**config.mk**
```make
export PLATFORM = sky130hd
export DESIGN_NAME = instr_encoder_flat
export DESIGN_NICKNAME = d
export VERILOG_FILES = /design/src/rtl/instr_enc_pkg.sv /design/src/rtl/instr_encoder_if.sv /design/src/rtl/instr_enc_comb.sv /design/src/rtl/instr_encoder.sv /design/src/flat_wrapper.sv
export SDC_FILE = /design/constraint.sdc
export NUM_CORES = 1
export LEC_CHECK = 0
export ABC_AREA = 1
export CAP_MARGIN = 20
export CORE_MARGIN = 2
export CORE_UTILIZATION = 45
export CTS_CLUSTER_SIZE = 10
export DETAILED_ROUTE_END_ITERATION = 10
export PLACE_DENSITY = 0.82
export SYNTH_ARGS = -nofsm -noshare
export SYNTH_HDL_FRONTEND = slang
export SYNTH_SLANG_ARGS = --single-unit
```
**constraint.sdc**
```tcl
create_clock -name clk -period 3.6 [get_ports clk]
set_input_delay 0.54 -clock clk [delete_from_list [all_inputs] [get_ports clk]]
set_output_delay 0.54 -clock clk [all_outputs]
set_load 0.05 [all_outputs]
```
**src/rtl/instr_enc_pkg.sv**
```systemverilog
// Shared definitions for the instruction encoder: mnemonic codes,
// MIPS opcode/funct constants (matching the P4 decoder) and state encoding.
// Optional feature macro: INSTR_ENC_LI_PSEUDO_EN (adds the LI_HI state).
package instr_enc_pkg;

    // Mnemonic codes carried on in_mnem; 12-15 are illegal.
    typedef enum logic [3:0] {
        MN_ADDU = 4'd0,
        MN_SUBU = 4'd1,
        MN_ORI  = 4'd2,
        MN_LW   = 4'd3,
        MN_SW   = 4'd4,
        MN_BEQ  = 4'd5,
        MN_LUI  = 4'd6,
        MN_JAL  = 4'd7,
        MN_JR   = 4'd8,
        MN_SLTU = 4'd9,
        MN_NOP  = 4'd10,
        MN_LI   = 4'd11
    } mnem_t;

    // Primary opcodes.
    localparam logic [5:0] OP_SPECIAL = 6'b000000;
    localparam logic [5:0] OP_ORI     = 6'b001101;
    localparam logic [5:0] OP_LW      = 6'b100011;
    localparam logic [5:0] OP_SW      = 6'b101011;
    localparam logic [5:0] OP_BEQ     = 6'b000100;
    localparam logic [5:0] OP_LUI     = 6'b001111;
    localparam logic [5:0] OP_JAL     = 6'b000011;

    // SPECIAL funct codes.
    localparam logic [5:0] FN_ADDU = 6'b100001;
    localparam logic [5:0] FN_SUBU = 6'b100011;
    localparam logic [5:0] FN_SLTU = 6'b101011;
    localparam logic [5:0] FN_JR   = 6'b001000;

    // Output stage state: EMPTY (no word), FULL (one word held),
    // LI_HI (upper half of an LI held, lower half queued internally).
    typedef enum logic [1:0] {
        ST_EMPTY = 2'd0,
        ST_FULL  = 2'd1
`ifdef INSTR_ENC_LI_PSEUDO_EN
        ,
        ST_LI_HI = 2'd2
`endif
    } state_t;

endpackage

```
**src/rtl/instr_encoder_if.sv**
```systemverilog
// Request/response bundle of the instruction encoder.
// slave: the encoder's view; master: the producer/consumer (bench) view.
interface instr_encoder_if;

    logic        in_valid;
    logic        in_ready;
    logic [3:0]  in_mnem;
    logic [4:0]  in_rs;
    logic [4:0]  in_rt;
    logic [4:0]  in_rd;
    logic [31:0] in_imm;
    logic        out_valid;
    logic        out_ready;
    logic [31:0] out_instr;
    logic [31:0] out_addr;
    logic [10:0] word_cnt;
    logic        err;

    modport slave (
        input  in_valid, in_mnem, in_rs, in_rt, in_rd, in_imm, out_ready,
        output in_ready, out_valid, out_instr, out_addr, word_cnt, err
    );

    modport master (
        output in_valid, in_mnem, in_rs, in_rt, in_rd, in_imm, out_ready,
        input  in_ready, out_valid, out_instr, out_addr, word_cnt, err
    );

endinterface

```
**src/rtl/instr_enc_comb.sv**
```systemverilog
// Pure combinational encoder: mnemonic + fields -> 32-bit MIPS word.
// For LI (only with INSTR_ENC_LI_PSEUDO_EN) word is the LUI half and
// lo_word the ORI half; two_word flags the expansion.
module instr_enc_comb
    import instr_enc_pkg::*;
(
    input  logic [3:0]  mnem,
    input  logic [4:0]  rs,
    input  logic [4:0]  rt,
    input  logic [4:0]  rd,
    input  logic [31:0] imm,
    output logic [31:0] word,
    output logic [31:0] lo_word,
    output logic        legal,
    output logic        two_word
);

    // imm bits that no encoding consumes in some builds.
    logic unused_imm;
    assign unused_imm = ^{imm[31:28], imm[1:0]};

    // Select the encoding; fields a mnemonic does not use are forced to zero.
    always_comb begin
        // NOTE: every output gets a default first so no latch is inferred.
        word     = 32'h0000_0000;
        lo_word  = 32'h0000_0000;
        legal    = 1'b1;
        two_word = 1'b0;
        case (mnem)
            MN_ADDU: word = {OP_SPECIAL, rs, rt, rd, 5'b0, FN_ADDU};
            MN_SUBU: word = {OP_SPECIAL, rs, rt, rd, 5'b0, FN_SUBU};
            MN_SLTU: word = {OP_SPECIAL, rs, rt, rd, 5'b0, FN_SLTU};
            MN_JR:   word = {OP_SPECIAL, rs, 15'b0, FN_JR};
            MN_ORI:  word = {OP_ORI, rs, rt, imm[15:0]};
            MN_LW:   word = {OP_LW,  rs, rt, imm[15:0]};
            MN_SW:   word = {OP_SW,  rs, rt, imm[15:0]};
            MN_BEQ:  word = {OP_BEQ, rs, rt, imm[15:0]};
            MN_LUI:  word = {OP_LUI, 5'b0, rt, imm[15:0]};
            MN_JAL:  word = {OP_JAL, imm[27:2]};
            MN_NOP:  word = 32'h0000_0000;
`ifdef INSTR_ENC_LI_PSEUDO_EN
            MN_LI: begin
                word     = {OP_LUI, 5'b0, rt, imm[31:16]};
                lo_word  = {OP_ORI, rt, rt, imm[15:0]};
                two_word = 1'b1;
            end
`endif
            default: legal = 1'b0;
        endcase
    end

endmodule

```
**src/rtl/instr_encoder.sv**
```systemverilog
// Instruction encoder top: one output register stage with valid/ready
// backpressure, sequential IM addressing with wrap, saturating word count
// and a sticky illegal-mnemonic flag.
// Optional feature macro: INSTR_ENC_LI_PSEUDO_EN (LI rt, imm32 -> LUI + ORI).
module instr_encoder
    import instr_enc_pkg::*;
#(
    parameter logic [31:0] BASE_ADDR = 32'h0000_3000,
    parameter int          IM_WORDS  = 1024
) (
    input  logic         clk,
    input  logic         reset,
    instr_encoder_if.slave bus
);

    localparam logic [31:0] LAST_ADDR = BASE_ADDR + 32'(4 * (IM_WORDS - 1));
    localparam logic [10:0] CNT_MAX   = 11'(IM_WORDS);

    state_t      state;
    logic [31:0] instr_q;
    logic [31:0] addr_q;
    logic [10:0] cnt_q;
    logic        err_q;

    logic [31:0] enc_word;
    logic [31:0] enc_lo;
    logic        enc_legal;
    logic        enc_two;
    logic        in_ready;
    logic        out_valid;
    logic        accept;
    logic        xfer;

    instr_enc_comb u_comb (
        .mnem     (bus.in_mnem),
        .rs       (bus.in_rs),
        .rt       (bus.in_rt),
        .rd       (bus.in_rd),
        .imm      (bus.in_imm),
        .word     (enc_word),
        .lo_word  (enc_lo),
        .legal    (enc_legal),
        .two_word (enc_two)
    );

    // Handshake decode: a full stage accepts only when it drains the same cycle.
    assign out_valid = (state != ST_EMPTY);
    assign in_ready  = (state == ST_EMPTY) || ((state == ST_FULL) && bus.out_ready);
    assign accept    = bus.in_valid && in_ready;
    assign xfer      = out_valid && bus.out_ready;

`ifdef INSTR_ENC_LI_PSEUDO_EN
    logic [31:0] li_lo_q;
`else
    logic unused_li;
    assign unused_li = ^{enc_two, enc_lo};
`endif

    // State, output word, address, count and error registers.
    always_ff @(posedge clk) begin
        // NOTE: reset is synchronous; sequential state uses non-blocking assignments only.
        if (reset) begin
            state   <= ST_EMPTY;
            instr_q <= 32'h0000_0000;
            addr_q  <= BASE_ADDR;
            cnt_q   <= 11'd0;
            err_q   <= 1'b0;
`ifdef INSTR_ENC_LI_PSEUDO_EN
            li_lo_q <= 32'h0000_0000;
`endif
        end else begin
            if (accept && !enc_legal) begin
                err_q <= 1'b1;
            end
            if (xfer) begin
                addr_q <= (addr_q == LAST_ADDR) ? BASE_ADDR : addr_q + 32'd4;
                if (cnt_q != CNT_MAX) begin
                    cnt_q <= cnt_q + 11'd1;
                end
            end
            case (state)
                ST_EMPTY, ST_FULL: begin
                    if (accept && enc_legal) begin
                        instr_q <= enc_word;
`ifdef INSTR_ENC_LI_PSEUDO_EN
                        li_lo_q <= enc_lo;
                        state   <= enc_two ? ST_LI_HI : ST_FULL;
`else
                        state   <= ST_FULL;
`endif
                    end else if (xfer) begin
                        state <= ST_EMPTY;
                    end
                end
`ifdef INSTR_ENC_LI_PSEUDO_EN
                ST_LI_HI: begin
                    if (xfer) begin
                        instr_q <= li_lo_q;
                        state   <= ST_FULL;
                    end
                end
`endif
                default: state <= ST_EMPTY;
            endcase
        end
    end

    assign bus.in_ready  = in_ready;
    assign bus.out_valid = out_valid;
    assign bus.out_instr = instr_q;
    assign bus.out_addr  = addr_q;
    assign bus.word_cnt  = cnt_q;
    assign bus.err       = err_q;

endmodule

```
**src/flat_wrapper.sv**
```systemverilog
// flat-port wrapper written by rule: the top's interface ports become plain ports
module instr_encoder_flat import instr_enc_pkg::*;
#(
    parameter logic [31:0] BASE_ADDR = 32'h0000_3000,
    parameter int          IM_WORDS  = 1024
)
  (clk, reset, bus_in_valid, bus_in_mnem, bus_in_rs, bus_in_rt, bus_in_rd, bus_in_imm, bus_out_ready, bus_in_ready, bus_out_valid, bus_out_instr, bus_out_addr, bus_word_cnt, bus_err);
  instr_encoder_if bus_i ();
  input  logic clk;
  input  logic reset;
  input wire logic [$bits(bus_i.in_valid)-1:0] bus_in_valid;
  input wire logic [$bits(bus_i.in_mnem)-1:0] bus_in_mnem;
  input wire logic [$bits(bus_i.in_rs)-1:0] bus_in_rs;
  input wire logic [$bits(bus_i.in_rt)-1:0] bus_in_rt;
  input wire logic [$bits(bus_i.in_rd)-1:0] bus_in_rd;
  input wire logic [$bits(bus_i.in_imm)-1:0] bus_in_imm;
  input wire logic [$bits(bus_i.out_ready)-1:0] bus_out_ready;
  output wire logic [$bits(bus_i.in_ready)-1:0] bus_in_ready;
  output wire logic [$bits(bus_i.out_valid)-1:0] bus_out_valid;
  output wire logic [$bits(bus_i.out_instr)-1:0] bus_out_instr;
  output wire logic [$bits(bus_i.out_addr)-1:0] bus_out_addr;
  output wire logic [$bits(bus_i.word_cnt)-1:0] bus_word_cnt;
  output wire logic [$bits(bus_i.err)-1:0] bus_err;
  assign bus_i.in_valid = bus_in_valid;
  assign bus_i.in_mnem = bus_in_mnem;
  assign bus_i.in_rs = bus_in_rs;
  assign bus_i.in_rt = bus_in_rt;
  assign bus_i.in_rd = bus_in_rd;
  assign bus_i.in_imm = bus_in_imm;
  assign bus_i.out_ready = bus_out_ready;
  assign bus_in_ready = bus_i.in_ready;
  assign bus_out_valid = bus_i.out_valid;
  assign bus_out_instr = bus_i.out_instr;
  assign bus_out_addr = bus_i.out_addr;
  assign bus_word_cnt = bus_i.word_cnt;
  assign bus_err = bus_i.err;
  instr_encoder #(.BASE_ADDR(BASE_ADDR), .IM_WORDS(IM_WORDS)) u_core (.clk(clk), .reset(reset), .bus(bus_i));
endmodule
```
# Yosys cells after proc, flatten, opt, wreduce, memory -nomap -nowiden
# Index checks and enable logic that the tools add are counted.
[word_totals]
wordCells = 39
regBits = 77
out_inout_bits = 78
inputBits = 55
[op_classes]
n_addsub = 2
reduce_logical = 14
n_bitwise = 1
n_mux = 5
eq_ne = 12
[ops]
columns = ["op", "n"]
rows = [
  ["$pmux 32 s10", 1],
  ["$add 32x3->32 const B", 1],
  ["$eq 32x14->1 const B", 1],
  ["$mux 32", 1],
  ["$eq 4x3->1 const B", 4],
  ["$eq 4x4->1 const B", 3],
  ["$add 11x1->11 const B", 1],
  ["$ne 11x11->1 const B", 1],
  ["$reduce_or 11->1", 1],
  ["$eq 4x2->1 const B", 2],
  ["$eq 4x1->1 const B", 1],
  ["$logic_and 1x1->1", 4],
  ["$logic_not 4->1", 1],
  ["$reduce_and 2->1", 2],
  ["$reduce_or 2->1", 2],
  ["$mux 1", 3],
  ["$logic_not 2->1", 1],
  ["$reduce_bool 2->1", 1],
  ["$logic_not 1->1", 1],
  ["$logic_or 1x1->1", 1],
  ["$not 1->1", 1],
]

# Longest topological paths before layout
# Gate-level depths: netlist of run 1.
[depth]
depth_word = 5
mapped_depth = 9
mapped_depth_nobuf = 9

# Modules after synthesis
# Synthesis of run 1 repeated with hierarchy kept, for this count alone.
[hier_totals]
hier_cells = 707
area_unflattened_um2 = 4593.2
[by_module_without_submodules]
columns = ["module", "instances", "seq_area_each_um2", "cells_per_inst", "area_each_um2"]
rows = [
  ["instr_encoder", 1, 1501.4, 530, 3683.5],
  ["instr_enc_comb", 1, 0.0, 177, 909.6],
]

# Worst setup path before layout of run 1
# Ideal clock, no wire load.
[synth_path]
path_type = "register to register"
startpoint = "register u_core.state[0]"
endpoint = "register u_core.instr_q[21], in the netlist u_core.bus.out_instr[21]"
required_ns = 3.533
path_stages_with_launch = 8
path_slack_ns = 1.707
arrival_time_ns = 1.825
setup_ns = 0.067
path_buffers = 1
synth_period_minus_slack_ns = 1.893
cell_sequence = "dfxtp_1 nand2_1 nand2_1 nor2_4 inv_2 buf_6 nand2_1 a21oi_2"
[synth_between]
elab_chain_cells = 5
word_cells_on_any_way = 7
cone_classes = "7 x reduce/logical"
[synth_rtl]
columns = ["element", "line", "rtl"]
rows = [
  ["from (decl)", "instr_encoder.sv:19", "state_t state;"],
  ["from (signal assigned)", "instr_encoder.sv:63", "state <= ST_EMPTY;"],
  ["from (signal assigned)", "instr_encoder.sv:89", "state <= ST_FULL;"],
  ["from (signal assigned)", "instr_encoder.sv:92", "state <= ST_EMPTY;"],
  ["$logic_not 2->1 / $logic_and 1x1->1 (equally long branches)", "--", ""],
  ["$logic_or 1x1->1 *", "instr_encoder.sv:48", "assign in_ready = (state == ST_EMPTY) || ((state == ST_FULL) && bus.out_ready);"],
  ["net bus_in_ready", "flat_wrapper.sv:18", "output wire logic [$bits(bus_i.in_ready)-1:0] bus_in_ready;"],
  ["$logic_and 1x1->1 *", "instr_encoder.sv:49", "assign accept = bus.in_valid && in_ready;"],
  ["$logic_and 1x1->1 *", "instr_encoder.sv:83", "if (accept && enc_legal) begin"],
  ["$reduce_and 2->1 (no source line) *", "--", ""],
  ["to (signal assigned)", "instr_encoder.sv:84", "instr_q <= enc_word;"],
  ["to (decl)", "instr_encoder.sv:20", "logic [31:0] instr_q;"],
]
# Mark *: on every way through the listed nets, which the timed path passes. The rest lies on a longest branch.
# A chain may end at the register's enable or synchronous reset.

# Worst setup path after layout of run 1
[layout_path]
startpoint = "input bus_out_ready"
endpoint = "output bus_in_ready"
[layout_between]
elab_chain_cells = 2
[layout_rtl]
columns = ["element", "line", "rtl"]
rows = [
  ["from (decl)", "flat_wrapper.sv:17", "input wire logic [$bits(bus_i.out_ready)-1:0] bus_out_ready;"],
  ["$logic_and 1x1->1", "--", ""],
  ["$logic_or 1x1->1", "instr_encoder.sv:48", ""],
  ["to (decl)", "flat_wrapper.sv:18", ""],
]
# Every way passes these cells.

==> out/summary.txt, run 1 <==
Highest metal used: met4
Drt initial violations: 135
Top FF cell, synth: dfxtp_1
Peak supply drop: 0.180 mV
Post-Place Cell Area: 5250 µm²
Largest net degree at the start of global routing: 43
ANT cells: 0
Synth unique cells: 32
CP Max Fanout: 4
Final hold violations: 0
CTS tree: done
Top cell type's share of synthesized area: 37.2%
Total negative slack: 0 ns
Root Buffer: clkbuf_8
Site Rows: 34
Maximum clock skew at final layout: 0.0117 ns
Final worst slack: 1.02 ns
M1 WL: 4450 µm
Critical-path cell list: clkdlybuf4s50_1, inv_1, nand2_1, clkdlybuf4s50_1
Hold buffers post-CTS: 0
Total congestion overflow: 0
Core Box Area: 8640 µm²
Register area share after synthesis: 37.2%
Tcrit/Tclk final: 71.7%
Final nets: 789
Met2 routed WL: 5190 µm
Hold Path Class: reg -> reg
Placer Congestion: 0.881
Yosys reg bits: 74
Post-CTS resize count: 0
Vias: 4350
P&R area growth vs syn: 36.2%
Crit path capture type: output pin
Global Route Usage Sum: 22.5%
H-Tree Level Count: 3
Transition time of the tightest slew-check pin: 0.837 ns
Worst-skew pair later-pin latency: 0.36 ns
Top cell type by total area after synthesis: dfxtp_1
Final setup viols: 0
DR WL met3: 1050 µm
Minimum clock period: 2.58 ns
Static leakage: 2.03 nW
Mapped Area: 3990 µm²
Largest stage delay, worst path: 0.83 ns
Synthesized instance count: 615
CP most frequent cell: clkdlybuf4s50_1
Crit path DAT: 2.04 ns
Worst rel slew slack: 44.2%
Worst Path Required: 3.06 ns
Max Clk Rate: 0.388 GHz
Die Footprint: 9620 µm²
CTS Sinks: 74
Hold_ws: 0.462 ns
Final ANT Viol Nets: 0
Num CTS Buffers: 9
Syn avg cell area: 6.48 µm²
Vias in the first global route: 4004
CP Class: in -> out
First-pass GRT wire length: 18100 µm
Vias/cell: 5.15
Initial core utilization: 46.1%
Slowest cell on crit path: clkdlybuf4s50_1
Setup Fix Bufs, Post-CTS: 0
Post-route cell area: 5430 µm²
Pwr Density: 320 nW/µm²
Die Width: 98.1 µm
Synth top area cells: dfxtp_1, nand2_1, nor2_1
Max-cap violations: 0
Initial antenna violation count: 0
Final WL: 10900 µm
I/O Pins: 133
Share of cells above drive strength 1: 5.03%
Unrepaired setup endpoints after global routing: false
Clock Path Buffers: 2
Ys async rst share: 0%
DP HPWL: 8000 µm
IO Port Bufs: 125
Critical path launch point type: primary input
Clock slew at reported path FFs: 0.08 ns
Chip height: 98.1 µm
Placement Setup Slack: 0.811 ns
DRC: 0
Final core utilization: 62.9%
Avg WL per Cell: 12.9 µm
TritonRoute pass-1 iters: 5
Slew Limit Fails: 0
Number of enable flip-flop cells after synthesis: 0
Status: complete, no violations
Ys Warns: 0
-- Yosys cell counts, types with 2 or more instances --
cell and n:
inv_2 2, ha_1 3, o22ai_1 5, buf_4 5
nor3b_1 3, inv_1 43, nor2_2 3, xnor2_1 5
nand2_2 3, dfxtp_1 74, nor3_1 6, clkbuf_1 8
nand3b_1 2, buf_6 3, buf_2 7, a21oi_2 2
o211ai_1 2, nand2_1 206, o21ai_0 14, a21oi_1 44
nor2_1 92, nor2_4 4, nand3_1 44, xor2_1 16
nand4_1 12
-- power breakdown --
group / total [mW] / switching [mW] / internal [mW] / leakage (nW)
logic: 0.293 / 0.181 / 0.112 / 1.34
registers: 0.850 / 0.0132 / 0.837 / 0.599
clock network: 0.594 / 0.325 / 0.268 / 0.0882
-- layer usage --
metal	global-route usage [%]	up-vias
met5	0	-
met4	7.59	0
met3	7.37	17
met2	39.1	176
met1	26.2	1972
li1	-	2185
-- through the flow --
stage               power, mW  cells
finish                   1.74    844
global route             1.80    844
CTS                      1.75    844
detailed placement       1.16    828
global placement         1.16    828
floorplan                1.05    617
-- placed cells by master, fill, tap and decap left out, types with 3 or more instances in the layout --
cell and instances:
nand4_1 12, nor3_1 6, clkbuf_8 10, dfxtp_1 74, nand2_1 206, o21ai_0 14
clkdlybuf4s50_1 124, conb_1 3, xnor2_1 5, inv_1 43, nor3b_1 3, o22ai_1 5
nand2_2 3, a21oi_1 44, nand3_1 44, xor2_1 16, nor2_4 4, nor2_1 92
ha_1 3, nor2_2 3
-- worst max-delay path: cells and delay by family --
kind / cells / cell delay [ns]
buf+inv: 3 / 1.37
simple gates: 1 / 0.13
-- sequential cells by signal (all words and copies together), names as in the netlist --
name	count
u_core.state	1
u_core.bus.word_cnt	11
u_core.bus.out_instr	31
u_core.bus.out_addr	30
u_core.bus.err	1
-- final cells by class --
class,instances,area (µm²)
clock inverter,6,42.5
clock buffer,10,138
multi-input combinational,474,2200
inverter,45,169
timing repair buffer,127,1260
sequential,74,1480
tap,108,135
fill,764,3210
-- path summary, 6_finish.rpt --
path,startpoint,endpoint,slack [ns],cells past startpoint
max,bus_out_ready,bus_in_ready,1.02,4
min,u_core.bus.out_instr[28],u_core.bus.out_instr[28],0.46,2
max reg2reg,u_core.state[0],u_core.bus.out_instr[29],1.55,6
min reg2reg,u_core.bus.out_instr[28],u_core.bus.out_instr[28],0.46,2
-- cell families after synthesis --
kind of cell / count (synthesis) / share of synthesized area [%]
AND/OR/NAND/NOR: 378 / 40.1
flip-flops: 74 / 37.2
AO/OA/AOI/OAI: 69 / 9.33
buffers and inverters: 69 / 7.75
XOR/XNOR: 21 / 4.62
adder cells (fa/ha/maj): 3 / 0.942
other: 1 / 0.0941
Note: power is estimated with default switching activity, not from simulation.
==> run 2, diff against run 1 <==
==> constraint.sdc (replaced) <==
create_clock -name clk -period 2.5 [get_ports clk]
set_input_delay 0.375 -clock clk [delete_from_list [all_inputs] [get_ports clk]]
set_output_delay 0.375 -clock clk [all_outputs]
set_load 0.05 [all_outputs]
==> run 2 against run 1 <==
- global-route usage is 0.20 points lower
- clock-buffer cell count stayed put
- setup slack worse by 0.59 ns
- sequential power is 44% higher
- design area is 1.2% higher
- non-clock buffer count is 5 higher
- critical path type is now reg -> out
- sequential share of layout area is 0.31 points lower
- largest power group unchanged
- register-to-register slack worse by 0.80 ns
- cell count is 0.59% higher
- core utilization is 0.72 points higher
==> out/summary.txt, run 2 (synthesis gave the netlist of run 1 again) <==
Placer Congestion: 0.900 (+2.1%)
Clock Power Share: 35.8% (+1.6 points)
IO Port Bufs: 125 (unchanged)
Max FFs per register: 31 (unchanged)
P&R area growth vs syn: 37.8%
CP Max Fanout: 8 (+4)
Commonest non-fill, non-tap cells in the layout: nand2_1, clkdlybuf4s50_1, nor2_1, dfxtp_1
DP HPWL: 8050 µm (+0.57%)
I/O Pins: 133 (unchanged)
Hold Path Class: reg -> reg
Psw: 740 µW (+43%)
Global Route Usage Sum: 22.3% (-0.20 points)
Vias/cell: 5.07 (-1.6%)
Drt initial violations: 152 (+13%)
Final nets: 794 (+0.63%)
Hold_ws: 0.467 ns (+0.00491 ns)
Largest stage delay, worst path: 0.87 ns (+0.04 ns)
Avg WL per Cell: 12.5 µm (-2.7%)
First-pass GRT wire length: 18000 µm (-0.65%)
Max Clk Rate: 0.483 GHz
Most common cell after layout, fill and taps aside: nand2_1
Post-Place Cell Area: 5300 µm² (+0.91%)
Critical Path Stages: 1 (-3)
Final WL: 10600 µm (-2.1%)
Hold buffers post-CTS: 0 (unchanged)
Final ANT Viol Nets: 0 (unchanged)
Hold path startpoint: u_core.bus.out_instr[22]
Non-Filler Instances: 849 (+0.59%)
Root Buffer: clkbuf_8
Post-CTS resize count: 0 (unchanged)
Chip height: 98.1 µm (unchanged)
Share of cells above drive strength 1: 5.67% (+0.64 points)
Part of the power in registers: 47.5% (-1.5 points)
Post-route cell area: 5490 µm² (+1.2%)
CP Class: reg -> out
Crit path DAT: 1.70 ns (-0.34 ns)
Worst setup startpoint: u_core.bus.word_cnt[2]
RR Startpoint: u_core.bus.word_cnt[0]
Clock slew at reported path FFs: 0.08 ns (about the same)
Worst reg-to-reg setup slack: 0.75 ns (-0.80 ns)
Worst Reg-to-Reg Cells: 7 (+1)
Transition time of the tightest slew-check pin: 0.693 ns (-0.144 ns)
Critical-path cell list: clkdlybuf4s50_1
Num CTS Buffers: 9 (unchanged)
Vias in the first global route: 4039 (+0.87%)
Net Sw Frac: 28.7% (-1.2 points)
Worst path top cell family by delay: buffers and inverters
Status: complete, no violations
Bufs and invs on worst path: 1 (-2)
Placement Setup Slack: 0.321 ns (-0.490 ns)
Slowest cell on crit path: clkdlybuf4s50_1
Die Width: 98.1 µm (unchanged)
Die Footprint: 9620 µm² (unchanged)
Maximum clock skew at final layout: 0.0145 ns (+0.00279 ns)
Tcrit/Tclk final: 82.8%
Minimum clock period: 2.07 ns
Crit path capture type: output pin
Final setup viols: 0 (unchanged)
Pwr Density: 469 nW/µm² (+47%)
Final hold violations: 0 (unchanged)
Unrepaired setup endpoints after global routing: false
Worst Path Required: 2.12 ns (-0.94 ns)
ANT cells: 0 (unchanged)
Comb pwr share: 16.7% (-0.2 points)
Static leakage: 2.06 nW (+1.7%)
CTS Sinks: 74 (unchanged)
Initial core utilization: 46.1% (unchanged)
Worst rel slew slack: 53.6% (+9.5 points)
DRC: 0 (unchanged)
H-Tree Level Count: 3 (unchanged)
Slew Limit Fails: 0 (unchanged)
Hold Crit Depth: 2 (unchanged)
Internal Power: 1.84 mW (+51%)
Peak supply drop: 0.229 mV (+27%)
Setup Fix Bufs, Post-CTS: 0 (unchanged)
Initial antenna violation count: 0 (unchanged)
Max-cap violations: 0 (unchanged)
Worst-skew pair later-pin latency: 0.35 ns (about the same)
Largest net degree at the start of global routing: 33 (-23%)
Total congestion overflow: 0 (unchanged)
Vias: 4304 (-1.1%)
Critical path launch point type: flip-flop
Total negative slack: 0 ns (unchanged)
Core Box Area: 8640 µm² (unchanged)
TritonRoute pass-1 iters: 5 (unchanged)
CTS tree: done
Cells after DPL: 833 (+0.60%)
Clock Path Buffers: 2 (unchanged)
Site Rows: 34 (unchanged)
Final worst slack: 0.429 ns (-0.591 ns)
run 2: layer usage:
| layer | wire (µm) | track usage [%] |
|---|---|---|
| met1 | 4450 | 26.3 |
| met2 | 5110 | 37.9 |
| met3 | 913 | 6.94 |
| met4 | 157 | 8.87 |
| met5 | 0 | 0 |
run 2: per-stage QoR:
step	power [mW]	util (%)
floorplan	1.51	-
global placement	1.68	61.3
detailed placement	1.68	61.3
CTS	2.60	63.6
global route	2.68	63.6
finish	2.58	63.6
run 2: power by group through the flow:
stage	Clock, mW	Combinational, mW	Sequential [mW]
after floorplan	0	0.166	1.34
after global placement	0	0.425	1.25
after detailed placement	0	0.429	1.25
after CTS	0.943	0.430	1.22
after global routing	0.990	0.464	1.23
final	0.923	0.429	1.22
run 2: final cells by class:
| type | instances | area (µm²) |
|---|---|---|
| clock buffer | 10 | 128 |
| clock inverter | 6 | 67.6 |
| fill | 762 | 3140 |
| inverter | 45 | 169 |
| multi-input combinational | 474 | 2200 |
| sequential | 74 | 1480 |
| tap | 108 | 135 |
| timing repair buffer | 132 | 1310 |
run 2: path summary, 6_finish.rpt:
kind	to
worst max-delay path	bus_word_cnt[2]
worst min-delay path	u_core.bus.out_instr[22]
worst max register to register	u_core.bus.word_cnt[0]
worst min register to register	u_core.bus.out_instr[22]
run 2: worst register-to-register path: stages (launching register included):
cell	delay, ns
dfxtp_1	0.46
inv_1	0.10
ha_1	0.20
nand2_1	0.08
nor3_2	0.05
nor2_1	0.53
o21ai_0	0.18
nor2_1	0.11
